===== config.mk =====
export PLATFORM = sky130hd
export DESIGN_NAME = multiword_adder_ctrl_flat
export DESIGN_NICKNAME = d
export VERILOG_FILES = /design/src/rtl/multiword_adder_ctrl_if.sv /design/src/rtl/multiword_adder_ctrl.sv /design/src/flat_wrapper.sv
export SDC_FILE = /design/constraint.sdc
export NUM_CORES = 1
export LEC_CHECK = 0
export BUFFER_PORTS_ARGS = -buffer_cell sky130_fd_sc_hd__buf_2
export CAP_MARGIN = 40
export CORE_UTILIZATION = 51
export DETAILED_ROUTE_END_ITERATION = 10
export GPL_ROUTABILITY_DRIVEN = 0
export MAX_ROUTING_LAYER = met4
export PLACE_DENSITY = 0.74
export SETUP_SLACK_MARGIN = 0.3
export SKIP_CTS_REPAIR_TIMING = 1
export SYNTH_ARGS = -nofsm -noshare
export SYNTH_HDL_FRONTEND = slang
export SYNTH_SLANG_ARGS = --single-unit

===== constraint.sdc =====
create_clock -name iClk -period 5.6 [get_ports iClk]
set_input_delay 0.84 -clock iClk [delete_from_list [all_inputs] [get_ports iClk]]
set_output_delay 0.84 -clock iClk [all_outputs]
set_load 0.01 [all_outputs]

===== src/rtl/multiword_adder_ctrl_if.sv =====
// Request/result bundle for multiword_adder_ctrl: operand handshake in, result handshake out.
// iSub exists only when MULTIWORD_ADDER_SUB_EN is defined.
interface multiword_adder_ctrl_if #(
  parameter int TW = 64
);
  logic          iValid;
  logic          oReady;
  logic [TW-1:0] iA;
  logic [TW-1:0] iB;
  logic          iC;
`ifdef MULTIWORD_ADDER_SUB_EN
  logic          iSub;
`endif
  logic          oValid;
  logic          iReady;
  logic [TW-1:0] oS;
  logic          oC;
  logic          oBusy;

`ifdef MULTIWORD_ADDER_SUB_EN
  modport slave (
    input  iValid, iA, iB, iC, iSub, iReady,
    output oReady, oValid, oS, oC, oBusy
  );
  modport master (
    output iValid, iA, iB, iC, iSub, iReady,
    input  oReady, oValid, oS, oC, oBusy
  );
`else
  modport slave (
    input  iValid, iA, iB, iC, iReady,
    output oReady, oValid, oS, oC, oBusy
  );
  modport master (
    output iValid, iA, iB, iC, iReady,
    input  oReady, oValid, oS, oC, oBusy
  );
`endif
endinterface


===== src/rtl/multiword_adder_ctrl.sv =====
// Wide adder built from one WIDTH-bit carry-select/lookahead adder reused once per word.
// Optional subtract mode (B inverted, carry-in forced to 1) when MULTIWORD_ADDER_SUB_EN is defined.

module giulio_fast_adder #(
  parameter int WIDTH       = 16,
  parameter int BLOCK_WIDTH = 4
) (
  input  logic [WIDTH-1:0] iA,
  input  logic [WIDTH-1:0] iB,
  input  logic             iC,
  output logic [WIDTH-1:0] oS,
  output logic             oC
);
  localparam int NBLK = WIDTH / BLOCK_WIDTH;

  logic                   blk_cin;
  logic [BLOCK_WIDTH-1:0] blk_g;
  logic [BLOCK_WIDTH-1:0] blk_p;
  logic [BLOCK_WIDTH:0]   blk_c0;
  logic [BLOCK_WIDTH:0]   blk_c1;

  // Each block precomputes both carry-in cases; the incoming block carry only picks one.
  always_comb begin
    blk_cin = iC;
    blk_g   = '0;
    blk_p   = '0;
    blk_c0  = '0;
    blk_c1  = '0;
    oS      = '0;
    for (int k = 0; k < NBLK; k++) begin
      blk_g     = iA[k*BLOCK_WIDTH +: BLOCK_WIDTH] & iB[k*BLOCK_WIDTH +: BLOCK_WIDTH];
      blk_p     = iA[k*BLOCK_WIDTH +: BLOCK_WIDTH] ^ iB[k*BLOCK_WIDTH +: BLOCK_WIDTH];
      blk_c0    = '0;
      blk_c1    = '0;
      blk_c1[0] = 1'b1;
      for (int i = 0; i < BLOCK_WIDTH; i++) begin
        blk_c0[i+1] = blk_g[i] | (blk_p[i] & blk_c0[i]);
        blk_c1[i+1] = blk_g[i] | (blk_p[i] & blk_c1[i]);
      end
      oS[k*BLOCK_WIDTH +: BLOCK_WIDTH] =
        blk_p ^ (blk_cin ? blk_c1[BLOCK_WIDTH-1:0] : blk_c0[BLOCK_WIDTH-1:0]);
      blk_cin = blk_cin ? blk_c1[BLOCK_WIDTH] : blk_c0[BLOCK_WIDTH];
    end
    oC = blk_cin;
  end
endmodule

module multiword_adder_ctrl #(
  parameter int WIDTH       = 16,
  parameter int BLOCK_WIDTH = 4,
  parameter int WORDS       = 4
) (
  input  logic                  iClk,
  input  logic                  iRstN,
  multiword_adder_ctrl_if.slave bus
);
  localparam int TW    = WIDTH * WORDS;
  localparam int CNT_W = (WORDS > 1) ? $clog2(WORDS) : 1;
  localparam logic [CNT_W-1:0] LAST_WORD = CNT_W'(WORDS - 1);

  typedef enum logic [1:0] {
    IDLE = 2'd0,
    RUN  = 2'd1,
    DONE = 2'd2
  } state_e;

  state_e            state_q, state_d;
  logic [CNT_W-1:0]  cnt_q, cnt_d;
  logic              carry_q, carry_d;
  logic [TW-1:0]     a_q, a_d;
  logic [TW-1:0]     b_q, b_d;
  logic [TW-1:0]     acc_q, acc_d;
  logic [TW-1:0]     res_s_q, res_s_d;
  logic              res_c_q, res_c_d;
`ifdef MULTIWORD_ADDER_SUB_EN
  logic              sub_q, sub_d;
`endif

  logic [WIDTH-1:0]  add_a;
  logic [WIDTH-1:0]  add_b;
  logic [WIDTH-1:0]  add_s;
  logic              add_co;

  always_comb begin
    add_a = a_q[cnt_q*WIDTH +: WIDTH];
`ifdef MULTIWORD_ADDER_SUB_EN
    add_b = b_q[cnt_q*WIDTH +: WIDTH] ^ {WIDTH{sub_q}};
`else
    add_b = b_q[cnt_q*WIDTH +: WIDTH];
`endif
  end

  giulio_fast_adder #(
    .WIDTH       (WIDTH),
    .BLOCK_WIDTH (BLOCK_WIDTH)
  ) u_adder (
    .iA (add_a),
    .iB (add_b),
    .iC (carry_q),
    .oS (add_s),
    .oC (add_co)
  );

  always_comb begin
    state_d = state_q;
    cnt_d   = cnt_q;
    carry_d = carry_q;
    a_d     = a_q;
    b_d     = b_q;
    acc_d   = acc_q;
    res_s_d = res_s_q;
    res_c_d = res_c_q;
`ifdef MULTIWORD_ADDER_SUB_EN
    sub_d   = sub_q;
`endif
    unique case (state_q)
      IDLE: begin
        if (bus.iValid) begin
          a_d     = bus.iA;
          b_d     = bus.iB;
          carry_d = bus.iC;
          cnt_d   = '0;
          state_d = RUN;
`ifdef MULTIWORD_ADDER_SUB_EN
          sub_d   = bus.iSub;
          if (bus.iSub) begin
            carry_d = 1'b1;
          end
`endif
        end
      end
      RUN: begin
        acc_d[cnt_q*WIDTH +: WIDTH] = add_s;
        carry_d = add_co;
        // The last word publishes the assembled sum in the same edge it is written.
        if (cnt_q == LAST_WORD) begin
          res_s_d = acc_d;
          res_c_d = add_co;
          state_d = DONE;
        end else begin
          cnt_d = cnt_q + CNT_W'(1);
        end
      end
      DONE: begin
        if (bus.iReady) begin
          state_d = IDLE;
        end
      end
      default: state_d = IDLE;
    endcase
  end

  always_ff @(posedge iClk or negedge iRstN) begin
    if (!iRstN) begin
      state_q <= IDLE;
      cnt_q   <= '0;
      carry_q <= 1'b0;
      a_q     <= '0;
      b_q     <= '0;
      acc_q   <= '0;
      res_s_q <= '0;
      res_c_q <= 1'b0;
`ifdef MULTIWORD_ADDER_SUB_EN
      sub_q   <= 1'b0;
`endif
    end else begin
      state_q <= state_d;
      cnt_q   <= cnt_d;
      carry_q <= carry_d;
      a_q     <= a_d;
      b_q     <= b_d;
      acc_q   <= acc_d;
      res_s_q <= res_s_d;
      res_c_q <= res_c_d;
`ifdef MULTIWORD_ADDER_SUB_EN
      sub_q   <= sub_d;
`endif
    end
  end

  assign bus.oReady = (state_q == IDLE);
  assign bus.oValid = (state_q == DONE);
  assign bus.oBusy  = (state_q != IDLE);
  assign bus.oS     = res_s_q;
  assign bus.oC     = res_c_q;
endmodule


===== src/flat_wrapper.sv =====
// flat-port wrapper written by rule: the top's interface ports become plain ports
module multiword_adder_ctrl_flat 
#(
  parameter int WIDTH       = 16,
  parameter int BLOCK_WIDTH = 4,
  parameter int WORDS       = 4
)
  (iClk, iRstN, bus_iValid, bus_iA, bus_iB, bus_iC, bus_iReady, bus_oReady, bus_oValid, bus_oS, bus_oC, bus_oBusy);
  multiword_adder_ctrl_if #(.TW((WIDTH * WORDS))) bus_i ();
  input  logic iClk;
  input  logic iRstN;
  input wire logic [$bits(bus_i.iValid)-1:0] bus_iValid;
  input wire logic [$bits(bus_i.iA)-1:0] bus_iA;
  input wire logic [$bits(bus_i.iB)-1:0] bus_iB;
  input wire logic [$bits(bus_i.iC)-1:0] bus_iC;
  input wire logic [$bits(bus_i.iReady)-1:0] bus_iReady;
  output wire logic [$bits(bus_i.oReady)-1:0] bus_oReady;
  output wire logic [$bits(bus_i.oValid)-1:0] bus_oValid;
  output wire logic [$bits(bus_i.oS)-1:0] bus_oS;
  output wire logic [$bits(bus_i.oC)-1:0] bus_oC;
  output wire logic [$bits(bus_i.oBusy)-1:0] bus_oBusy;
  assign bus_i.iValid = bus_iValid;
  assign bus_i.iA = bus_iA;
  assign bus_i.iB = bus_iB;
  assign bus_i.iC = bus_iC;
  assign bus_i.iReady = bus_iReady;
  assign bus_oReady = bus_i.oReady;
  assign bus_oValid = bus_i.oValid;
  assign bus_oS = bus_i.oS;
  assign bus_oC = bus_i.oC;
  assign bus_oBusy = bus_i.oBusy;
  multiword_adder_ctrl #(.WIDTH(WIDTH), .BLOCK_WIDTH(BLOCK_WIDTH), .WORDS(WORDS)) u_core (.iClk(iClk), .iRstN(iRstN), .bus(bus_i));
endmodule

==> results of run 1 <==
[how the worst max path moves through the flow]
stage	from	to
finish	u_core.cnt_q[0]$_DFFE_PN0P_	u_core.bus.oS[31]$_DFFE_PN0P_
global route	u_core.cnt_q[0]$_DFFE_PN0P_	u_core.bus.oS[31]$_DFFE_PN0P_
CTS	u_core.cnt_q[0]$_DFFE_PN0P_	u_core.bus.oS[15]$_DFFE_PN0P_
detailed placement	u_core.cnt_q[0]$_DFFE_PN0P_	u_core.bus.oS[15]$_DFFE_PN0P_
global placement	u_core.cnt_q[0]$_DFFE_PN0P_	u_core.bus.oS[31]$_DFFE_PN0P_
floorplan	u_core.cnt_q[0]$_DFFE_PN0P_	u_core.bus.oS[15]$_DFFE_PN0P_
[Yosys cell counts (13+ instances only)]
cell / n / area share (%)
a21oi_1: 38 / 1.6
a221o_1: 16 / 1.4
a221oi_1: 20 / 1.5
a22o_1: 43 / 3.2
and3_1: 16 / 0.85
buf_2: 14 / 0.60
buf_6: 13 / 1.2
clkbuf_1: 17 / 0.54
dfrtp_1: 262 / 56
ha_1: 22 / 2.3
inv_1: 21 / 0.67
mux2_1: 129 / 12
mux4_2: 32 / 6.1
nand2_1: 51 / 1.6
nand2b_1: 14 / 0.75
nor2_1: 76 / 2.4
o21ai_0: 13 / 0.55
o21ai_1: 41 / 1.7
[stage by stage]
stage	instances	hold WS [ns]	worst slack, ns	cell area [sq um]	utilization, %
final	1411	0.3887	0.3339	14170	62.77
after floorplan	898	0.4524	0.3124	11770	-
after global placement	1342	0.4622	0.2312	12870	57.03
after CTS	1398	0.4468	0.01264	13890	61.55
after detailed placement	1347	0.4686	0.04579	12920	57.25
after global routing	1411	0.4810	0.1634	14170	62.77
[logic make-up after synthesis]
| family | Yosys count | share of synthesized area, % |
|---|---|---|
| buffers and inverters | 72 | 3.445 |
| flip-flops | 262 | 55.88 |
| AND/OR/NAND/NOR | 182 | 7.348 |
| multiplexers | 161 | 18.52 |
| adder cells (fa/ha/maj) | 26 | 3.029 |
| AO/OA/AOI/OAI | 188 | 11.25 |
| XOR/XNOR | 7 | 0.5226 |
[layout by cell type, fill, tap and decap left out, types with 19 or more instances in the layout]
cell type and count:
dfrtp_1 260, buf_2 199, mux2_1 129, nor2_1 76
nand2_1 49, a22o_1 43, o21ai_1 41, a21oi_1 35
mux4_2 32, clkbuf_16 30, inv_1 21, ha_1 20
buf_4 19
[sequential cells by signal, summed over array words and instances, names as in the netlist]
signal	flops
u_core.a_q	64
u_core.cnt_q	2
u_core.b_q	64
u_core.acc_q	64
u_core.state_q	2
u_core.bus.oC	1
u_core.carry_q	1
u_core.bus.oS	64
[layout make-up]
cell class,count,area [sq um],share of cell area [%]
antenna,3,7.507,0.05298
tap,285,356.6,2.517
sequential,262,6559,46.29
timing repair buffer,223,1239,8.743
clock inverter,10,110.1,0.7771
clock buffer,41,860.8,6.076
multi-input combinational,564,4950,34.93
inverter,23,86.33,0.6093
[per-layer routing]
metal	GRT usage (%)	vias up	part of all wire, %
li1	-	3705	-
met1	35.03	4023	45
met2	37.92	290	46
met3	4.876	48	6.4
met4	6.571	0	2.5
met5	-	-	0
==> impl_metrics.csv, run 1 <==
group,metric,value,unit
setup_path,critPathArrivalTime,5.68,ns
floorplanning,pin_count,201,
logic_synthesis,synth_ff_type,"dfrtp_1",
setup_path,crit_buf_inv,1,
drt,via_count,8066,
cts,clk_pin_slew,0.06,ns
timing,fmax,189.9,MHz
setup_path,r2r_start,"u_core.cnt_q[0]$_DFFE_PN0P_",
setup_path,crit_path_max_incr_delay,0.57,ns
placed_design,dp_hpwl,19250,microns
timing,fin_crit_sh,94.04,%
grt,grt_max_degree,135,
logic_synthesis,synth_area_per_cell,13.07,sq um
hold_path,hold_class,"input pin to async pin",
setup_path,crit_chain,"buf_12 -> mux4_2 -> ha_4 -> nand2_4 -> a21oi_4 -> nor3_4 -> fa_2 -> nand2b_4 -> a31o_1 -> a21oi_2 -> fa_2 -> nand2b_4 -> a31o_4 -> a21oi_4 -> fa_2 -> nand2b_4 -> a31o_4 -> a21o_1 -> fa_2 -> a221oi_2 -> nor2_1",
grt,grt_pass1_vias,8243,
finish,area_growth,20.76,%
drt,wl_per_cell,20.03,microns
drt,dr.pass1.iters,5,
timing,clock_skew,0.01383,ns
logic_synthesis,ys_async_sr_fraction,100.0,%
cts,root_buffer,"clkbuf_16",
drt,drcViolationCount,0,
setup_path,crit_family,"adder cells",
floorplanning,die_area,23620,sq um
placed_design,portBuffers,200,
logic_synthesis,ys_ff_latch,262,
drt,drtIter0Drc,608,
setup_path,crit_top_cell,"fa_2",
timing,worstMarginPinSlew,1.009,ns
cts,cts_sinks,262,
run_status,outcome,"finished clean",
floorplanning,die_w,153.7,microns
setup_path,r2r_end,"u_core.bus.oS[31]$_DFFE_PN0P_",
grt,grt_pass1_wl,45110,microns
timing,slew_viol_final,0,
floorplanning,start_util,51.98,%
timing,setup_viol,0,
setup_path,reg2reg_slack,0.33,ns
logic_synthesis,netlist_area,11730,sq um
setup_path,crit_type,"register to register",
finish,fill_cells,1782,
grt,antenna_found_initial,3,
logic_synthesis,ys_seq_area_share,55.88,%
cts,clock_latency,0.53,ns
timing,tns,0,ns
drt,ant_nets,0,
logic_synthesis,synth_edf_count,0,
drt,via_per_inst,5.717,
setup_path,worstRegToRegCells,21,
setup_path,worst-path-max-fanout,8,
timing,rsz0062_at_grt,"true",
grt,overflow,0,
timing,fin_crit,5.266,ns
setup_path,crit_slowest_cell,"fa_2",
setup_path,end_kind,"register",
logic_synthesis,netlist_instances,898,
timing,slew_headroom,32.72,%
cts,cts_buffers,29,
drt,routed_wl,28260,microns
cts,cts_max_level,1,
cts,tritoncts,"built",
finish,nets,1262,
grt,track_usage,25.12,%
cts,cts_max_path_buffers,3,
floorplanning,core,22570,sq um
logic_synthesis,synth_cell_types,46,
flow_run,maxCapViolCount,0,
setup_path,cp.depth,21,
timing,hold_viol,0,
setup_path,start_kind,"register",
floorplanning,fp-row-count,55,
logic_synthesis,synth_nets,1057,
logic_synthesis,ys_warn_count,0,
setup_path,required,6.02,ns
floorplanning,die_h,153.7,microns
finish,layout-drive-gt1-share,30.28,%
Power of run 1 is not shown: default switching activity piles up to over one toggle a cycle in this logic, so the estimate is an artifact.
==> inputs of run 2 (changes only) <==
- clock period: 5.6 -> 4.65 ns (I/O delays scaled with it)
==> run 2 against run 1 <==
Compared with the run above:
- maximum frequency increased by 4.3%
- global-route usage increased by 0.12 points
- the run now ends with negative setup slack left
- flip-flop and latch count unchanged
- wire length increased by 0.21%
- critical path type unchanged
- final cell count increased by 1.2%
- first-iteration DRC count decreased by 5.6%
- hold slack got worse by 0.15 ns
- via count increased by 1.3%
- worst setup slack got worse by 0.73 ns
==> impl_metrics.csv, run 2 (synthesis results as in run 1) <==
group,metric,value,unit
run_status,outcome,"finished, violations left",
run_status,violations,"negative setup slack",
setup_path,critPathArrivalTime,5.46,ns
floorplanning,start_util,51.98,%
placed_design,dpl_cell_area,13220,sq um
grt,overflow,0,
finish,nets,1276,
setup_path,r2r_end,"u_core.bus.oS[15]$_DFFE_PN0P_",
timing,worstMarginPinSlew,1.040,ns
finish,design_area,14290,sq um
drt,via_per_inst,5.721,
drt,ant_nets,0,
drt,drcViolationCount,0,
timing,slew_viol_final,0,
timing,slew_headroom,30.64,%
floorplanning,die_h,153.7,microns
finish,multi_input_comb_area,4991,sq um
timing,clock_skew,0.009190,ns
grt,grt_pass1_vias,8239,
timing,setup_viol,9,
placed_design,portBuffers,200,
cts,cts_max_level,1,
timing,fin_crit_sh,108.5,%
grt,antenna_found_initial,7,
setup_path,crit_slowest_cell,"fa_2",
timing,worst_slack,-0.3975,ns
setup_path,crit_chain,"buf_12 -> mux4_2 -> ha_4 -> nand2_2 -> a21oi_2 -> nor3_2 -> fa_2 -> nand2b_4 -> a31o_1 -> a21oi_2 -> fa_2 -> nand2b_4 -> a31o_4 -> a21oi_2 -> fa_2 -> nand2b_4 -> a31o_4 -> a21o_1 -> fa_2 -> a221oi_2 -> nor2_1",
finish,ff_latch_area,6559,sq um
setup_path,start_kind,"register",
floorplanning,core,22570,sq um
placed_design,dp.cells,1367,
grt,grtUsageMet1,36.17,%
setup_path,required,5.06,ns
finish,fin_cells,1428,
drt,dr.pass1.iters,5,
setup_path,crit_type,"register to register",
grt,met3_usage,4.651,%
flow_run,maxCapViolCount,0,
timing,hold_viol,0,
drt,via_count,8170,
setup_path,worst-path-max-fanout,9,
grt,grt_max_degree,130,
hold_path,hold_class,"input pin to async pin",
setup_path,crit_path_max_incr_delay,0.59,ns
floorplanning,pin_count,201,
finish,fill_cells,1780,
cts,clock_latency,0.53,ns
finish,final_common_cell,"dfrtp_1",
cts,cts_buffers,28,
setup_path,end_kind,"register",
grt,track_usage,25.24,%
drt,routed_wl,28320,microns
drt,wl_per_cell,19.83,microns
timing,fmax,198.1,MHz
setup_path,r2r_start,"u_core.cnt_q[0]$_DFFE_PN0P_",
grt,grt_pass1_wl,45310,microns
grt,top_usage_layer,"met2",
setup_path,crit_top_cell,"fa_2",
cts,tritoncts,"built",
floorplanning,die_w,153.7,microns
timing,rsz0062_at_grt,"true",
finish,layout_common_cells,"260 x dfrtp_1, 199 x buf_2, 129 x mux2_1, 74 x nor2_1, 49 x nand2_1",
cts,clk_pin_slew,0.06,ns
cts,cts_max_path_buffers,3,
drt,drtIter0Drc,574,
grt,use_met2,37.40,%
finish,area_growth,21.80,%
placed_design,dp_hpwl,19380,microns
cts,cts_sinks,262,
setup_path,worstRegToRegCells,21,
floorplanning,fp-row-count,55,
setup_path,reg2reg_slack,-0.40,ns
cts,root_buffer,"clkbuf_16",
timing,fin_crit,5.047,ns
floorplanning,die_area,23620,sq um
finish,layout-drive-gt1-share,32.07,%
run 2: changes by cell type in the layout (fill, tap and decap cells not counted), moves of 3 or more:
cell      delta
a221oi_2     +3
clkbuf_8     -4
diode_2      +5
buf_4       +13
o21ai_2      +4
a21oi_2      +4
o21ai_0      -5
a221oi_1     -3
run 2: how the worst max path moves through the flow:
stage	slack [ns]	endpoint	start
floorplan	-0.45	u_core.bus.oS[15]$_DFFE_PN0P_	u_core.cnt_q[0]$_DFFE_PN0P_
global placement	-0.30	u_core.bus.oS[15]$_DFFE_PN0P_	u_core.cnt_q[0]$_DFFE_PN0P_
CTS	-0.45	u_core.bus.oS[15]$_DFFE_PN0P_	u_core.cnt_q[0]$_DFFE_PN0P_
global route	-0.58	u_core.bus.oS[15]$_DFFE_PN0P_	u_core.cnt_q[0]$_DFFE_PN0P_
detailed placement	-0.39	u_core.bus.oS[15]$_DFFE_PN0P_	u_core.cnt_q[0]$_DFFE_PN0P_
finish	-0.40	u_core.bus.oS[15]$_DFFE_PN0P_	u_core.cnt_q[0]$_DFFE_PN0P_
run 2: final cells by class:
cell class | instances | area share (%)
clock inverter | 10 | 0.7442
clock buffer | 38 | 5.665
inverter | 23 | 0.6041
timing repair buffer | 238 | 9.526
sequential | 262 | 45.90
antenna | 8 | 0.1401
tap | 285 | 2.495
multi-input combinational | 564 | 34.93
run 2: critical path, delay by kind of cell (launching register included):
| family | cells | cell delay (ns) |
|---|---|---|
| flops | 1 | 0.38 |
| mux | 1 | 0.54 |
| compound gates | 8 | 1.35 |
| buf+inv | 1 | 0.14 |
| fa+ha+maj | 5 | 1.87 |
| simple gates | 6 | 0.65 |
run 2: metal layers:
metal | vias up | wire, microns
li1 | 3739 | -
met1 | 4078 | 12890
met2 | 306 | 12870
met3 | 47 | 1941
met4 | 0 | 616
met5 | - | 0
run 2: stage by stage:
step	setup TNS, ns	util (%)	hold WS (ns)	worst slack (ns)
2_1_floorplan	-3.328	-	0.4019	-0.4514
3_3_place_gp	-2.799	58.33	0.4615	-0.2985
3_5_place_dp	-4.773	58.55	0.4686	-0.3861
4_1_cts	-5.498	62.61	0.3151	-0.4474
5_1_grt	-5.437	63.30	0.3455	-0.5811
6_report	-2.694	63.31	0.2407	-0.3975
Power of run 2 is left out for the same reason.
==> inputs of run 3 (changes only) <==
- CELL_PAD_IN_SITES_DETAIL_PLACEMENT: unset -> 1
- CELL_PAD_IN_SITES_GLOBAL_PLACEMENT: unset -> 1
- CORE_UTILIZATION: 51 -> 41
==> run 3 against run 2 <==
Compared with the run above:
- the flow still finishes with violations (negative setup slack)
- worst setup slack lost 0.096 ns
- highest routed layer unchanged
- maximum frequency is 1.9% lower
- flip-flop and latch count unchanged
- clock skew about the same
- sequential share of layout area is 0.87 points lower
- count of clock-buffer cells in the layout grew 1
- global-route usage fell by 1.3 points
- utilization fell by 11 points
- first-iteration DRC count up 7.3%
- non-clock buffer count is 13 higher
==> impl_metrics.csv, run 3 (synthesis results as in run 1) <==
group,metric,value,unit
floorplanning,fp-row-count,61,
cts,tritoncts,"built",
cts,clk_pin_slew,0.06,ns
setup_path,crit_type,"register to register",
setup_path,worst-path-max-fanout,8,
placed_design,post-place-ws,-0.5383,ns
timing,slew_viol_final,0,
cts,root_buffer,"clkbuf_16",
timing,tns,-3.617,ns
floorplanning,die_w,171.2,microns
cts,cts_sinks,262,
timing,setup_viol,14,
finish,layout-drive-gt1-share,33.07,%
drt,via_per_inst,5.492,
timing,fin_crit_sh,110.6,%
run_status,violations,"negative setup slack",
timing,slew_headroom,36.18,%
cts,clock_latency,0.54,ns
finish,layout_common_cells,"260 x dfrtp_1, 199 x buf_2, 129 x mux2_1, 73 x nor2_1, 49 x nand2_1",
drt,drcViolationCount,0,
flow_run,maxCapViolCount,0,
finish,area_growth,24.17,%
finish,ff_latch_area,6559,sq um
timing,hold_viol,0,
timing,fmax,194.4,MHz
drt,via_count,8419,
cts,cts_max_path_buffers,3,
grt,grt_max_degree,116,
setup_path,crit_chain,"buf_12 -> mux4_2 -> ha_4 -> nand2_4 -> a21oi_4 -> nor3_2 -> fa_2 -> nand2b_4 -> a31o_1 -> a21oi_2 -> fa_2 -> nand2b_4 -> a31o_4 -> a21oi_2 -> fa_2 -> nand2b_4 -> a31o_4 -> a21o_1 -> fa_2 -> a221oi_2 -> nor2_1",
floorplanning,start_util,42.00,%
timing,fin_crit,5.143,ns
grt,antenna_found_initial,6,
setup_path,reg2reg_slack,-0.49,ns
drt,drtIter0Drc,616,
timing,worst_slack,-0.4934,ns
finish,design_area,14570,sq um
setup_path,crit_top_cell,"fa_2",
placed_design,dp.cells,1468,
finish,fill_cells,2907,
grt,track_usage,23.90,%
placed_design,dpl_cell_area,13390,sq um
floorplanning,die_h,171.2,microns
finish,multi_input_comb_area,5025,sq um
hold_path,hold_class,"input pin to async pin",
cts,cts_buffers,28,
setup_path,end_kind,"register",
timing,rsz0062_at_grt,"true",
setup_path,crit_slowest_cell,"fa_2",
run_status,outcome,"finished, violations left",
timing,worstMarginPinSlew,0.9556,ns
finish,nets,1289,
setup_path,critPathArrivalTime,5.56,ns
floorplanning,core,27930,sq um
drt,ant_nets,0,
grt,overflow,0,
setup_path,start_kind,"register",
placed_design,portBuffers,200,
floorplanning,pin_count,201,
grt,grt_pass1_vias,9062,
cts,cts_max_level,1,
finish,final_common_cell,"dfrtp_1",
setup_path,required,5.07,ns
setup_path,crit_path_max_incr_delay,0.58,ns
floorplanning,die_area,29300,sq um
grt,grt_pass1_wl,51530,microns
drt,wl_per_cell,21.53,microns
timing,clock_skew,0.008708,ns
finish,fin_cells,1533,
drt,dr.pass1.iters,5,
placed_design,dp_hpwl,22670,microns
drt,routed_wl,33010,microns
==> run 3: changes by cell type in the layout (fill, tap and decap cells not counted), moves of 2 or more <==
cell / previous run / this run
buf_4: 32 / 41
buf_12: 3 / 5
buf_6: 2 / 4
diode_2: 8 / 6
==> run 3: final cells by class <==
class	count	area share [%]
Timing Repair Buffer	251	10.08
Inverter	23	0.5926
Sequential cell	262	45.02
Clock inverter	10	0.8761
Tap cell	378	3.247
Clock buffer	39	5.583
Multi-Input combinational cell	564	34.49
Antenna cell	6	0.1031
==> run 3: per-layer routing <==
metal | global-route usage [%] | vias up | routed length, microns | part of all wire (%)
met5 | - | - | 0 | 0
met4 | 6.910 | 0 | 798 | 2.4
met3 | 4.048 | 57 | 1881 | 5.7
met2 | 38.71 | 266 | 16060 | 49
met1 | 30.92 | 4348 | 14270 | 43
li1 | - | 3748 | - | -
==> run 3: worst max-delay path: cells and delay by family (launching register included) <==
kind	cells	cell delay (ns)
AO/OA/AOI/OAI	8	1.40
adder cells (fa/ha/maj)	5	1.88
buffers and inverters	1	0.13
flip-flops	1	0.39
multiplexers	1	0.54
AND/OR/NAND/NOR	6	0.66
==> run 3: final timing paths <==
| path | end | depth (start not counted) | startpoint |
|---|---|---|---|
| setup / recovery | u_core.bus.oS[47]$_DFFE_PN0P_ | 21 | u_core.cnt_q[0]$_DFFE_PN0P_ |
| min in group iClk | u_core.state_q[1]$_DFFE_PN0P_ | 2 | bus_iReady |
| hold / removal | u_core.bus.oS[23]$_DFFE_PN0P_ | 1 | iRstN |
| setup reg to reg | u_core.bus.oS[47]$_DFFE_PN0P_ | 21 | u_core.cnt_q[0]$_DFFE_PN0P_ |
| hold reg to reg | u_core.b_q[16]$_DFFE_PN0P_ | 1 | u_core.b_q[16]$_DFFE_PN0P_ |
| max in group asynchronous | u_core.b_q[29]$_DFFE_PN0P_ | 2 | iRstN |
==> run 3: metrics by stage <==
step	util, %	hold slack (ns)
6_report	52.15	0.2155
5_1_grt	52.15	0.3089
4_1_cts	51.29	0.2805
3_5_place_dp	47.93	0.4705
3_3_place_gp	47.58	0.4619
2_1_floorplan	-	0.4019
Power of run 3 is left out for the same reason.
